--- config.mk ---
export PLATFORM = sky130hd
export DESIGN_NAME = ttl_register_bank
export DESIGN_NICKNAME = d
export VERILOG_FILES = /design/src/rtl/ttl_register_bank.sv
export SDC_FILE = /design/constraint.sdc
export NUM_CORES = 1
export LEC_CHECK = 0
export CORE_AREA = 10 10 47 49
export DETAILED_ROUTE_END_ITERATION = 7
export DIE_AREA = 0 0 57 59
export DONT_BUFFER_PORTS = 1
export SYNTH_ARGS = -nofsm -noshare
export SYNTH_HDL_FRONTEND = slang
export SYNTH_SLANG_ARGS = --single-unit
--- constraint.sdc ---
create_clock -name Clk -period 1.25 [get_ports Clk]
set_clock_uncertainty 0.05 [all_clocks]
set_input_delay 0.25 -clock Clk [delete_from_list [all_inputs] [get_ports Clk]]
set_output_delay 0.25 -clock Clk [all_outputs]
set_load 0.01 [all_outputs]
--- src/rtl/ttl_register_bank.sv ---
// ============================================================================
// ttl_register_bank
// ----------------------------------------------------------------------------
// Purpose:
//   A bank of BLOCKS independent WIDTH-bit universal registers. Each channel
//   behaves like a 74194: hold, shift right, shift left or parallel load,
//   selected per channel. Each channel also has a synchronous preset that
//   fires once per falling edge of Preset_bar. A shared synchronous
//   active-low Clear_bar resets every channel. All state changes happen on
//   the rising edge of Clk; there are no asynchronous paths.
//
//   Priority per channel: Clear_bar > preset edge > Mode.
//
//   Bit 0 of a channel is the first stage:
//     shift right : Q[k] <= Q[k-1], Q[0] <= serial-right input
//     shift left  : Q[k] <= Q[k+1], Q[WIDTH-1] <= serial-left input
//
// Optional feature (macro TTL_REGISTER_BANK_CASCADE_EN):
//   When defined, the serial-right input of channel i>0 is the top bit of
//   channel i-1, and the serial-left input of channel i<BLOCKS-1 is bit 0 of
//   channel i+1 (both taken before the edge). Channel 0 keeps DSR[0] and
//   channel BLOCKS-1 keeps DSL[BLOCKS-1]; the other DSR/DSL bits are unused.
//   When undefined, every channel uses its own DSR[i]/DSL[i].
//
// Parameters:
//   BLOCKS      number of channels (>=1)
//   WIDTH       bits per channel (>=1)
//   DELAY_RISE  simulation-only rise delay on Q/Q_bar (not modelled here;
//               the synthesizable outputs change directly after the edge)
//   DELAY_FALL  simulation-only fall delay on Q/Q_bar (as above)
//
// Ports:
//   Clk         in   1              clock, rising edge active
//   Clear_bar   in   1              synchronous active-low clear, all channels
//   Preset_bar  in   BLOCKS         per-channel preset request (falling edge)
//   Mode        in   2*BLOCKS       channel i mode at [2i+1:2i]
//                                   00 hold, 01 shift right, 10 shift left,
//                                   11 load
//   D           in   BLOCKS*WIDTH   load data, channel i at [i*WIDTH +: WIDTH]
//   DSR         in   BLOCKS         shift-right serial input per channel
//   DSL         in   BLOCKS         shift-left serial input per channel
//   Q           out  BLOCKS*WIDTH   register contents, same packing as D
//   Q_bar       out  BLOCKS*WIDTH   bitwise complement of Q
// ============================================================================
module ttl_register_bank #(
   parameter int BLOCKS     = 2,
   parameter int WIDTH      = 4,
   parameter int DELAY_RISE = 0,
   parameter int DELAY_FALL = 0
) (
   input  logic                     Clk,
   input  logic                     Clear_bar,
   input  logic [BLOCKS-1:0]        Preset_bar,
   input  logic [2*BLOCKS-1:0]      Mode,
   input  logic [BLOCKS*WIDTH-1:0]  D,
   input  logic [BLOCKS-1:0]        DSR,
   input  logic [BLOCKS-1:0]        DSL,
   output logic [BLOCKS*WIDTH-1:0]  Q,
   output logic [BLOCKS*WIDTH-1:0]  Q_bar
);

   typedef enum logic [1:0] {
      MODE_HOLD = 2'b00,
      MODE_SHR  = 2'b01,
      MODE_SHL  = 2'b10,
      MODE_LOAD = 2'b11
   } mode_e;

   // -------------------------------------------------------------------------
   // Elaboration-time parameter sanity checks
   // -------------------------------------------------------------------------
   if (BLOCKS < 1) begin : g_bad_blocks
      $error("ttl_register_bank: BLOCKS must be >= 1");
   end
   if (WIDTH < 1) begin : g_bad_width
      $error("ttl_register_bank: WIDTH must be >= 1");
   end
   if ((DELAY_RISE < 0) || (DELAY_FALL < 0)) begin : g_bad_delay
      $error("ttl_register_bank: DELAY_RISE/DELAY_FALL must be >= 0");
   end

   // -------------------------------------------------------------------------
   // State
   // -------------------------------------------------------------------------
   logic [BLOCKS*WIDTH-1:0] q_q;
   logic [BLOCKS*WIDTH-1:0] q_d;
   // Last sampled Preset_bar per channel; reset to ones so a Preset_bar that
   // is already low on the first edge after clear counts as a falling edge.
   logic [BLOCKS-1:0]       hist_q;
   logic [BLOCKS-1:0]       hist_d;

   logic [BLOCKS-1:0]       sr_in;
   logic [BLOCKS-1:0]       sl_in;
   logic [BLOCKS-1:0]       preset_fire;

   // -------------------------------------------------------------------------
   // Shift helpers. Written with shifts plus a single-bit overwrite so that
   // WIDTH=1 degenerates to "load the serial bit" without zero-width slices.
   // -------------------------------------------------------------------------
   function automatic logic [WIDTH-1:0] shift_right(input logic [WIDTH-1:0] v,
                                                    input logic             s);
      logic [WIDTH-1:0] r;
      r    = v << 1;
      r[0] = s;
      return r;
   endfunction

   function automatic logic [WIDTH-1:0] shift_left(input logic [WIDTH-1:0] v,
                                                   input logic             s);
      logic [WIDTH-1:0] r;
      r          = v >> 1;
      r[WIDTH-1] = s;
      return r;
   endfunction

   // -------------------------------------------------------------------------
   // Serial input selection
   // -------------------------------------------------------------------------
   for (genvar i = 0; i < BLOCKS; i++) begin : g_serial
`ifdef TTL_REGISTER_BANK_CASCADE_EN
      if (i == 0) begin : g_sr_ext
         assign sr_in[i] = DSR[i];
      end else begin : g_sr_chain
         logic unused_dsr;
         // Top bit of the lower channel feeds this channel's first stage.
         assign sr_in[i]   = q_q[i*WIDTH-1];
         assign unused_dsr = DSR[i];
      end
      if (i == BLOCKS-1) begin : g_sl_ext
         assign sl_in[i] = DSL[i];
      end else begin : g_sl_chain
         logic unused_dsl;
         // Bit 0 of the upper channel feeds this channel's last stage.
         assign sl_in[i]   = q_q[(i+1)*WIDTH];
         assign unused_dsl = DSL[i];
      end
`else
      assign sr_in[i] = DSR[i];
      assign sl_in[i] = DSL[i];
`endif
   end

   // A preset fires when Preset_bar is sampled low while the previous sample
   // was high; a held-low request therefore fires only once.
   assign preset_fire = hist_q & ~Preset_bar;

   // -------------------------------------------------------------------------
   // Next-state logic (Clear_bar handled in the register process)
   // -------------------------------------------------------------------------
   always_comb begin
      q_d    = q_q;
      hist_d = Preset_bar;
      for (int i = 0; i < BLOCKS; i++) begin
         if (preset_fire[i]) begin
            q_d[i*WIDTH +: WIDTH] = '1;
         end else begin
            case (Mode[2*i +: 2])
               MODE_HOLD: q_d[i*WIDTH +: WIDTH] = q_q[i*WIDTH +: WIDTH];
               MODE_SHR:  q_d[i*WIDTH +: WIDTH] =
                             shift_right(q_q[i*WIDTH +: WIDTH], sr_in[i]);
               MODE_SHL:  q_d[i*WIDTH +: WIDTH] =
                             shift_left(q_q[i*WIDTH +: WIDTH], sl_in[i]);
               MODE_LOAD: q_d[i*WIDTH +: WIDTH] = D[i*WIDTH +: WIDTH];
               default:   q_d[i*WIDTH +: WIDTH] = q_q[i*WIDTH +: WIDTH];
            endcase
         end
      end
   end

   // -------------------------------------------------------------------------
   // State register
   // -------------------------------------------------------------------------
   always_ff @(posedge Clk) begin
      if (!Clear_bar) begin
         q_q    <= '0;
         hist_q <= '1;
      end else begin
         q_q    <= q_d;
         hist_q <= hist_d;
      end
   end

   assign Q     = q_q;
   assign Q_bar = ~q_q;

endmodule

==> results.cfg <==
[power]
p_total_mw = 0.800
p_leak_nw = 0.263
intPower_mw = 0.588
peakVddDrop_uv = 505
power.density_nw_per_um2 = 1260
p_switching_mw = 0.211
pwr-share-clk_pct = 36.3
power.share.combinational_pct = 15.4
netSwitchingFraction_pct = 26.4
power_frac_seq_pct = 48.3

[global_routing]
grt_use_total_pct = 8.52
use_met3_pct = 4.51
met2_usage_pct = 13.6
grt_max_degree = 12
grt_use_met1_pct = 7.97
antenna_found_initial = 0
grt_most_used_layer = met2
overflow = 0
grt_pass1_wl_mm = 2.36
grt_pass1_vias = 526

[run_status]
outcome = complete, no violations

[yosys]
yosys.area.top_type = dfxtp_1
synth_top_cell_area_share_pct = 33.2
syn_avg_cell_area_um2 = 8.74
synth_seq_cells = 10
syn-cell-area_um2 = 603
ys_top_cells_by_area = dfxtp_1 (33%), nor2b_1 (10%), mux2i_1 (10%)
seq_area_frac_synth_pct = 33.2
synth_fp_nets = 89
ys.warnings.count = 0
synth-edff-count = 0
synth_async_sr_flop_share_pct = 0
synth_common_cells = dfxtp_1 (10), nor2b_1 (10), inv_1 (8)
yosysUniqueCellTypes = 19
syn_inst = 69
synth_flop_cell = dfxtp_1

[routing]
antenna_left = 0
totalWireLength_mm = 1.46
drt_iter0_markers = 9
drc = 0
dr.pass1.iters = 3
vias = 485
via_per_inst = 5.64
wl_per_cell_um = 17.0

[sta]
fmax_ghz = 0.881
setup-tns-final_ps = 0
worst_slew_pin_slew_ps = 238
rsz0062_at_grt = false
setup_violations = 0
timing.final.hold_violations = 0
fin_crit_sh_pct = 90.8
finalMaxSlewViolations = 0
layout_min_cycle_time_ps = 1140
relSlewSlack_pct = 84.1
layout_setup_ws_ps = 115

[place]
post-place-ws_ps = 192
hpwl_mm = 1.17
portBuffers = 0
place_congestion = 0.746
dpl-instance-area_um2 = 589

[clock_network]
cts.sinks = 10
insertion_delay_ps = 260
clock_path_buffers = 2
path_clk_slew_ps = 70
cts_setup_buffers = 0
root_buffer = clkbuf_4
htree_levels = 1
cts_tree = yes
numCtsBuffers = 3

[worst_setup_path]
critical_path_required_ps = 950
path_cells = inv_1
worst_path_max_delay_cell = dfxtp_1
cp_data_arrival_time_ps = 840
crit_buf_inv = 1
critical_path_class = flop to primary output
end_kind = primary output
critPathMaxFanout = 5
setup.worst_path.start_class = flop
path_delay_family = flip-flops
critPathMaxStageDelay_ps = 450

[die]
ios = 36
rows = 14
dieWidth_um = 57
coreArea_um2 = 1400
fp.dieH_um = 59
die-area_um2 = 3360
start_util_pct = 43.0

[hold_path]
min_path_type = primary input to flop

[finish]
multiInputGateArea_um2 = 339
insertedDiodeCount = 0
seq_area_um2 = 200
nets = 91
stdcell_area_um2 = 636
drive_gt1_share_pct = 14.3
syn2layout_area_growth_pct = 5.39
fillers = 145

[flow_run]
max-cap-violations = 0
[sequential cells by signal (all words and copies together), names as in the netlist]
| name | count |
|---|---|
| Q | 8 |
| hist_q | 2 |
[cell type report]
type | instances | share of cell area [%]
Clock buffer | 4 | 5.71
Inverter | 8 | 4.72
Multi-Input combinational cell | 47 | 53.3
Sequential cell | 10 | 31.5
Tap cell | 16 | 3.15
Timing Repair Buffer | 1 | 1.57
[what timing repair did]
| action | in CTS | in global routing |
|---|---|---|
| hold endpoints to repair | 2 | 0 |
| hold buffers | 1 | 0 |
| gates resized for setup | 0 | 0 |
[per-stage QoR]
| stage | hold slack (ps) | instances | util (%) |
|---|---|---|---|
| 6_report | 36.7 | 86 | 45.4 |
| 3_5_place_dp | 279 | 81 | 42.1 |
| 5_1_grt | 23.7 | 86 | 45.4 |
| 3_3_place_gp | 275 | 81 | 42.1 |
| 4_1_cts | 26.2 | 86 | 45.4 |
| 2_1_floorplan | 301 | 69 | - |
[power by group through the flow]
stage	Clock [mW]	Combinational [mW]	Sequential [mW]
finish	0.290	0.123	0.386
global route	0.316	0.138	0.394
CTS	0.303	0.126	0.389
detailed placement	0	0.122	0.396
global placement	0	0.122	0.395
floorplan	0	0.129	0.386
[worst paths after layout]
path                           from              endpoint  slack (ps)  depth (start not counted)
hold / removal        Preset_bar[1]  hist_q[1]$_SDFF_PN1_          40                          1
setup / recovery  Q[6]$_SDFFE_PN0P_              Q_bar[6]         110                          1
hold reg to reg   Q[7]$_SDFFE_PN0P_     Q[7]$_SDFFE_PN0P_         560                          1
setup reg to reg  Q[6]$_SDFFE_PN0P_     Q[7]$_SDFFE_PN0P_         200                          3
[layer usage]
layer	up-vias	share of wire (%)
li1	240	-
met1	218	36
met2	25	47
met3	2	15
met4	0	1.6
met5	-	0
[kinds of logic after synthesis]
logic type / Yosys count / synth area share, %
buffers and inverters: 12 / 10.6
AO/OA/AOI/OAI: 17 / 22.8
flip-flops: 10 / 33.2
multiplexers: 6 / 9.96
AND/OR/NAND/NOR: 24 / 23.4
[layout by cell type (no fill, tap or decap), drive strengths merged]
cell type / n
nor2: 2
o221a: 8
nand2b: 5
and2b: 2
o21ai: 6
o211ai: 1
mux2i: 6
a21oi: 2
nor2b: 10
nand2: 2
nand3: 3
dlygate4sd3: 1
inv: 8
clkbuf: 4
dfxtp: 10
Note: power is estimated with default switching activity, not from simulation.
